<file path="config.mk">
export PLATFORM = sky130hd
export DESIGN_NAME = dcmac_link_sequencer
export DESIGN_NICKNAME = d
export VERILOG_FILES = /design/src/rtl/dcmac_link_sequencer.sv
export SDC_FILE = /design/constraint.sdc
export NUM_CORES = 1
export LEC_CHECK = 0
export CAP_MARGIN = 5
export CORE_MARGIN = 1.5
export CORE_UTILIZATION = 35
export CTS_CLUSTER_DIAMETER = 30
export DETAILED_ROUTE_END_ITERATION = 6
export PLACE_DENSITY = 0.6
export SYNTH_ARGS = -nofsm -noshare
export SYNTH_HDL_FRONTEND = slang
export SYNTH_SLANG_ARGS = --single-unit
</file>
<file path="constraint.sdc">
create_clock -name s_axi_clk -period 2.4 [get_ports s_axi_clk]
set_input_delay 0.36 -clock s_axi_clk [delete_from_list [all_inputs] [get_ports s_axi_clk]]
set_output_delay 0.36 -clock s_axi_clk [all_outputs]
set_load 0.05 [all_outputs]
</file>
<file path="src/rtl/dcmac_link_sequencer.sv">
// dcmac_link_sequencer
//   Brings up the GT/DCMAC pair for two 100GbE ports and recovers them on failure.
//   A global FSM pulses the GT reset-all, waits for both TX resets to finish, then
//   lets two independent port FSMs chase RX alignment. Each port retries its RX
//   datapath reset until alignment is reached or its retry budget runs out.
//
// Ports (all in the s_axi_clk domain):
//   s_axi_clk, s_axi_resetn      clock, asynchronous active-low reset
//   start                        one-cycle pulse, (re)starts the whole sequence
//   gt_tx_reset_done[1:0]        per-port TX reset done (already synchronised)
//   gt_rx_reset_done[1:0]        per-port RX reset done (already synchronised)
//   rx_aligned[1:0]              per-port PCS alignment (already synchronised)
//   user_gt_reset_all            GT reset-all request
//   user_gt_reset_rx_datapath    per-port RX datapath reset
//   link_up, port_fail           per-port status
//   tx_fail                      TX reset-done timeout
//   busy                         bring-up or recovery in progress
//   retry_count[7:0]             [3:0] port0, [7:4] port1, consecutive RX resets
//
// All outputs are registered from the current FSM state, so every output follows
// the state that produces it by one cycle.
module dcmac_link_sequencer #(
    parameter int unsigned RESET_CYCLES   = 32,
    parameter int unsigned TIMEOUT_CYCLES = 1000000,
    parameter int unsigned ALIGN_CYCLES   = 500000,
    parameter int unsigned LOSS_CYCLES    = 16,
    parameter int unsigned MAX_RETRIES    = 7
) (
    input  logic       s_axi_clk,
    input  logic       s_axi_resetn,
    input  logic       start,
    input  logic [1:0] gt_tx_reset_done,
    input  logic [1:0] gt_rx_reset_done,
    input  logic [1:0] rx_aligned,
    output logic       user_gt_reset_all,
    output logic [1:0] user_gt_reset_rx_datapath,
    output logic [1:0] link_up,
    output logic [1:0] port_fail,
    output logic       tx_fail,
    output logic       busy,
    output logic [7:0] retry_count
);

    // One counter width covers every timed interval (pulse, waits, loss filter).
    localparam int unsigned WAIT_MAX = (TIMEOUT_CYCLES > ALIGN_CYCLES) ? TIMEOUT_CYCLES
                                                                      : ALIGN_CYCLES;
    localparam int unsigned PULSE_MAX = (RESET_CYCLES > LOSS_CYCLES) ? RESET_CYCLES
                                                                     : LOSS_CYCLES;
    localparam int unsigned CNT_MAX = (WAIT_MAX > PULSE_MAX) ? WAIT_MAX : PULSE_MAX;
    localparam int unsigned TW = $clog2(CNT_MAX);

    typedef logic [TW-1:0] cnt_t;

    localparam cnt_t       RESET_LAST   = cnt_t'(RESET_CYCLES - 1);
    localparam cnt_t       TIMEOUT_LAST = cnt_t'(TIMEOUT_CYCLES - 1);
    localparam cnt_t       ALIGN_LAST   = cnt_t'(ALIGN_CYCLES - 1);
    localparam cnt_t       LOSS_LAST    = cnt_t'(LOSS_CYCLES - 1);
    localparam logic [3:0] MAX_RETRY    = 4'(MAX_RETRIES);

    typedef enum logic [2:0] {GIdle, GReset, GWaitTx, GPorts, GFail} g_state_t;
    typedef enum logic [2:0] {PIdle, PWaitAlign, PRst, PWaitDone, PUp, PFail} p_state_t;

    g_state_t   g_state_q, g_state_d;
    cnt_t       g_cnt_q, g_cnt_d;
    p_state_t   p_state_q [2];
    p_state_t   p_state_d [2];
    cnt_t       p_cnt_q [2];
    cnt_t       p_cnt_d [2];
    logic [3:0] retry_q [2];
    logic [3:0] retry_d [2];

    logic tx_ok;
    logic ports_run;
    logic busy_d;

    assign tx_ok = &gt_tx_reset_done;
    // Ports only advance while the global FSM stays in GPorts this cycle.
    assign ports_run = (g_state_q == GPorts) && tx_ok && !start;
    assign retry_count = {retry_q[1], retry_q[0]};

    // Global sequencer; start overrides everything.
    always_comb begin
        g_state_d = g_state_q;
        g_cnt_d   = g_cnt_q;
        if (start) begin
            g_state_d = GReset;
            g_cnt_d   = '0;
        end else begin
            unique case (g_state_q)
                GReset: begin
                    if (g_cnt_q == RESET_LAST) begin
                        g_state_d = GWaitTx;
                        g_cnt_d   = '0;
                    end else begin
                        g_cnt_d = g_cnt_q + 1'b1;
                    end
                end
                GWaitTx: begin
                    if (tx_ok) begin
                        g_state_d = GPorts;
                        g_cnt_d   = '0;
                    end else if (g_cnt_q == TIMEOUT_LAST) begin
                        g_state_d = GFail;
                    end else begin
                        g_cnt_d = g_cnt_q + 1'b1;
                    end
                end
                GPorts: begin
                    // TX loss restarts the GT without charging a port retry.
                    if (!tx_ok) begin
                        g_state_d = GReset;
                        g_cnt_d   = '0;
                    end
                end
                default: g_state_d = g_state_q;
            endcase
        end
    end

    // Per-port sequencers.
    always_comb begin
        for (int p = 0; p < 2; p++) begin
            logic req_rst;
            req_rst      = 1'b0;
            p_state_d[p] = p_state_q[p];
            p_cnt_d[p]   = p_cnt_q[p];
            retry_d[p]   = retry_q[p];
            if (!ports_run) begin
                p_state_d[p] = PIdle;
                p_cnt_d[p]   = '0;
                retry_d[p]   = '0;
            end else begin
                unique case (p_state_q[p])
                    PIdle: begin
                        p_state_d[p] = PWaitAlign;
                        p_cnt_d[p]   = '0;
                    end
                    PWaitAlign: begin
                        // Success is checked first so it beats a same-cycle expiry.
                        if (gt_rx_reset_done[p] && rx_aligned[p]) begin
                            p_state_d[p] = PUp;
                            p_cnt_d[p]   = '0;
                            retry_d[p]   = '0;
                        end else if (p_cnt_q[p] == ALIGN_LAST) begin
                            req_rst = 1'b1;
                        end else begin
                            p_cnt_d[p] = p_cnt_q[p] + 1'b1;
                        end
                    end
                    PRst: begin
                        if (p_cnt_q[p] == RESET_LAST) begin
                            p_state_d[p] = PWaitDone;
                            p_cnt_d[p]   = '0;
                        end else begin
                            p_cnt_d[p] = p_cnt_q[p] + 1'b1;
                        end
                    end
                    PWaitDone: begin
                        if (gt_rx_reset_done[p]) begin
                            p_state_d[p] = PWaitAlign;
                            p_cnt_d[p]   = '0;
                        end else if (p_cnt_q[p] == TIMEOUT_LAST) begin
                            req_rst = 1'b1;
                        end else begin
                            p_cnt_d[p] = p_cnt_q[p] + 1'b1;
                        end
                    end
                    PUp: begin
                        // Counter doubles as the consecutive-low loss filter.
                        if (rx_aligned[p]) begin
                            p_cnt_d[p] = '0;
                        end else if (p_cnt_q[p] == LOSS_LAST) begin
                            req_rst = 1'b1;
                        end else begin
                            p_cnt_d[p] = p_cnt_q[p] + 1'b1;
                        end
                    end
                    default: p_state_d[p] = p_state_q[p];
                endcase

                if (req_rst) begin
                    if (retry_q[p] == MAX_RETRY) begin
                        p_state_d[p] = PFail;
                    end else begin
                        p_state_d[p] = PRst;
                        p_cnt_d[p]   = '0;
                        retry_d[p]   = (retry_q[p] == 4'hF) ? 4'hF : retry_q[p] + 4'd1;
                    end
                end
            end
        end
    end

    always_comb begin
        busy_d = (g_state_q == GReset) || (g_state_q == GWaitTx);
        for (int p = 0; p < 2; p++) begin
            if ((g_state_q == GPorts) && (p_state_q[p] != PUp) && (p_state_q[p] != PFail)) begin
                busy_d = 1'b1;
            end
        end
    end

    always_ff @(posedge s_axi_clk or negedge s_axi_resetn) begin
        if (!s_axi_resetn) begin
            g_state_q                 <= GIdle;
            g_cnt_q                   <= '0;
            user_gt_reset_all         <= 1'b0;
            tx_fail                   <= 1'b0;
            busy                      <= 1'b0;
            user_gt_reset_rx_datapath <= '0;
            link_up                   <= '0;
            port_fail                 <= '0;
            for (int p = 0; p < 2; p++) begin
                p_state_q[p] <= PIdle;
                p_cnt_q[p]   <= '0;
                retry_q[p]   <= '0;
            end
        end else begin
            g_state_q         <= g_state_d;
            g_cnt_q           <= g_cnt_d;
            user_gt_reset_all <= (g_state_q == GReset);
            tx_fail           <= (g_state_q == GFail);
            busy              <= busy_d;
            for (int p = 0; p < 2; p++) begin
                p_state_q[p]                 <= p_state_d[p];
                p_cnt_q[p]                   <= p_cnt_d[p];
                retry_q[p]                   <= retry_d[p];
                user_gt_reset_rx_datapath[p] <= (p_state_q[p] == PRst);
                link_up[p]                   <= (p_state_q[p] == PUp);
                port_fail[p]                 <= (p_state_q[p] == PFail);
            end
        end
    end

endmodule

</file>
==> metrics <==
clk slew on worst S/H paths=0.07 ns; fmax=411 MHz; Synth warnings=0; Cell Area, Synth=5150 sq um; Post-synth EDFFs=0; first drt pass iteration count=5; Power Density=566 nW/um^2; row count=44; commonest register cell after synthesis=dfrtp_1; Layout Nets=745; Final GP Congestion=0.866; CP max FO=4; Clock Path Buffers=2; Rel. slew slack=0.550; adder-cell share of the synthesized area=0.0122; Yosys top cell by area=dfrtp_1; DRC viols=0; Clk Latency, worst-skew pair=0.36 ns; CTS Root Cell=clkbuf_16; ys async rst share=1.00; Max rail drop VDD=0.367 mV; synthesized instance count=606; clock sink count=86; final hold slack=0.486 ns; status=finished, violations left; main combinational cell family by area after synthesis=simple AND/OR/NAND/NOR gates; slowest CP cell=or4_4; Post-DP HPWL=10,600 um; crit path from=g_cnt_q[12]; initial antenna violation count=0; leakage=0.00286 uW; XOR/XNOR Fraction of Synth Area=0.0204; Synth area leaders=dfrtp_1, a21oi_1, nand2_1; Worst setup SP type=flop; H-tree Lvls=3; Worst setup EP type=flop; # fillers=1,406; die width=124 um; family with the most delay on the worst path=simple AND/OR/NAND/NOR gates; DRT iter0 DRCs=410; CP max stage delay=0.54 ns; Min-Delay Path Class=input pin to async pin; pin count of the biggest net entering global routing=41; total routed wirelength=15,100 um; layout cells sized above 1=0.246; Yosys top cell area share=0.418; Core Area=14,400 sq um; Starting Density=0.357; failing checks=setup timing; Vias=5,305; critical path arrival=2.67 ns; Buf/Inv on CP=1; register area share after synthesis=0.418; clk_skew=0.0114 ns; WS Path Type=flop to flop; GRT overflow=0; CTS tree=done; vias in the first global route=5,145; Max-Cap Viols=0; CTS buffer count=9; DP Area=6340 sq um; antenna cells=0; Final Max Slew Viols=0; Final Hold Violating Endpoints=0; Mapped Avg Cell Area=8.49 sq um; Worst Max-Slew Pin Slew=0.671 ns; commonest non-fill, non-tap cell in the layout=buf_4; reg2reg start=g_cnt_q[12]; setup violators final=2; io pins=26; compound-cell area share of the yosys netlist=0.212; DR vias/cell=5.77; post-route antenna net violation count=0; post-synthesis net count=620; Worst path most repeated cell=or4_4; Yosys reg bits=86; area grow syn2layout=35.1%; final worst-path cycle share=1.01; CP Cell Sequence=or4_4, or4_4, buf_6, o31ai_4, nor2b_4, nor4b_4, a211o_1; total global-route track usage=0.194; DR WL/cell=16.4 um; Worst EP required=2.64 ns; setup ws final=-0.0321 ns; commonest non-fill, non-tap cells in the layout=buf_4, dfrtp_1, nand2_1, nor2_1, a21oi_1; Port Buffer Count=25; multiplexer share of the synthesized area=0.00219; Vert. Die Dim=124 um; DIE AREA=15,400 sq um; Synth Area in Simple Gates=0.303; synth unique cells=68; first-pass GRT wire length=24,900 um; clock period minus worst slack=2.43 ns; RSZ-0062 raised after global routing=true; design area=6950 sq um
-- power by group --
part	switching, uW	internal (uW)	leakage (uW)
clock network	626	1050	0.000170
logic	409	291	0.00150
registers	55.3	1500	0.00119
-- area by class of cell --
class | count | area [sq um] | share of cell area
Multi-Input combinational cell | 483 | 3000 | 0.432
Sequential cell | 86 | 2150 | 0.310
Timing Repair Buffer | 140 | 1170 | 0.169
Clock buffer | 10 | 239 | 0.0344
Tap cell | 184 | 230 | 0.0331
Clock inverter | 6 | 115 | 0.0166
Inverter | 11 | 41.3 | 0.00594
-- cell families (layout without fill, tap and decap cells) --
logic type	count (synthesis)	after routing
xor gates and xnor gates	12	12
DFF	86	86
muxes	1	1
buffers and inverters	37	167
AOI/OAI and AO/OA	168	168
and+or+nand+nor	297	297
adders and majority gates	5	5
-- path summary, 6_finish.rpt --
check                                          endpoint  slack (ns)  cells after the start
min in group s_axi_clk                       g_cnt_q[1]        0.52                      2
min reg2reg                                  g_cnt_q[1]        0.52                      2
max                                         g_cnt_q[11]       -0.03                      7
min                        user_gt_reset_rx_datapath[1]        0.49                      2
max in group asynchronous                    g_cnt_q[3]        1.31                      3
max reg2reg                                 g_cnt_q[11]       -0.03                      7
-- repair_timing --
action,4_1_cts,5_1_grt
cloned,0,2
pin swaps,0,15
resized for setup,3,41
hold buffers,1,0
endpoints found under the hold margin,29,0
buffers inserted,0,6
setup endpoints to repair,10,53
-- layer usage --
layer / routed length, um / GRT usage / vias up
li1: - / - / 2530
met1: 6750 / 0.261 / 2581
met2: 7420 / 0.318 / 171
met3: 664 / 0.0266 / 23
met4: 290 / 0.0744 / 0
met5: 0 / 0 / -
-- Yosys cell counts, types with 3 or more instances --
cell / number
and4_1: 5
xor2_1: 7
nand4b_1: 4
o21ai_0: 32
or4_1: 4
or3_1: 7
clkbuf_1: 15
o211ai_1: 4
a31oi_1: 17
a21boi_0: 3
nor3_1: 31
a311oi_1: 13
a211oi_1: 8
o31ai_1: 4
nor2_1: 60
a41oi_1: 3
or2_2: 4
and3_1: 11
nand3_1: 31
nand2_1: 69
nand2b_1: 7
nor4_1: 12
xnor2_1: 5
a22oi_1: 3
dfrtp_1: 86
ha_1: 5
inv_1: 10
nor3b_1: 10
o21a_1: 3
a21oi_1: 55
buf_2: 8
and2_1: 3
nand4_1: 14
nor4b_1: 3
nand3b_1: 4
-- worst reg2reg max path, delay by kind of cell, from the launching register on --
| family | cells | cell delay, ns |
|---|---|---|
| AO/OA/AOI/OAI | 2 | 0.48 |
| AND/OR/NAND/NOR | 4 | 1.31 |
| buffers and inverters | 1 | 0.14 |
| flip-flops | 1 | 0.38 |
-- state kept, by name, indices dropped and copies added (netlist names), 2 cells and up --
| register | cells |
|---|---|
| link_up | 2 |
| p_state_q | 6 |
| p_cnt_q | 40 |
| retry_count | 8 |
| g_state_q | 3 |
| user_gt_reset_rx_datapath | 2 |
| port_fail | 2 |
| g_cnt_q | 20 |
-- through the flow --
stage	utilization	total power (uW)	TNS, ns	setup WS (ns)	cells
after floorplan	-	1930	0	0.00414	606
after global placement	0.440	2180	-5.69	-0.246	895
after detailed placement	0.440	2190	-6.18	-0.261	895
after CTS	0.466	3900	-0.0261	-0.0261	912
after global routing	0.482	4100	-1.41	-0.0882	920
final	0.482	3930	-0.0363	-0.0321	920
No activity file was read; power rests on OpenSTA's default activity.
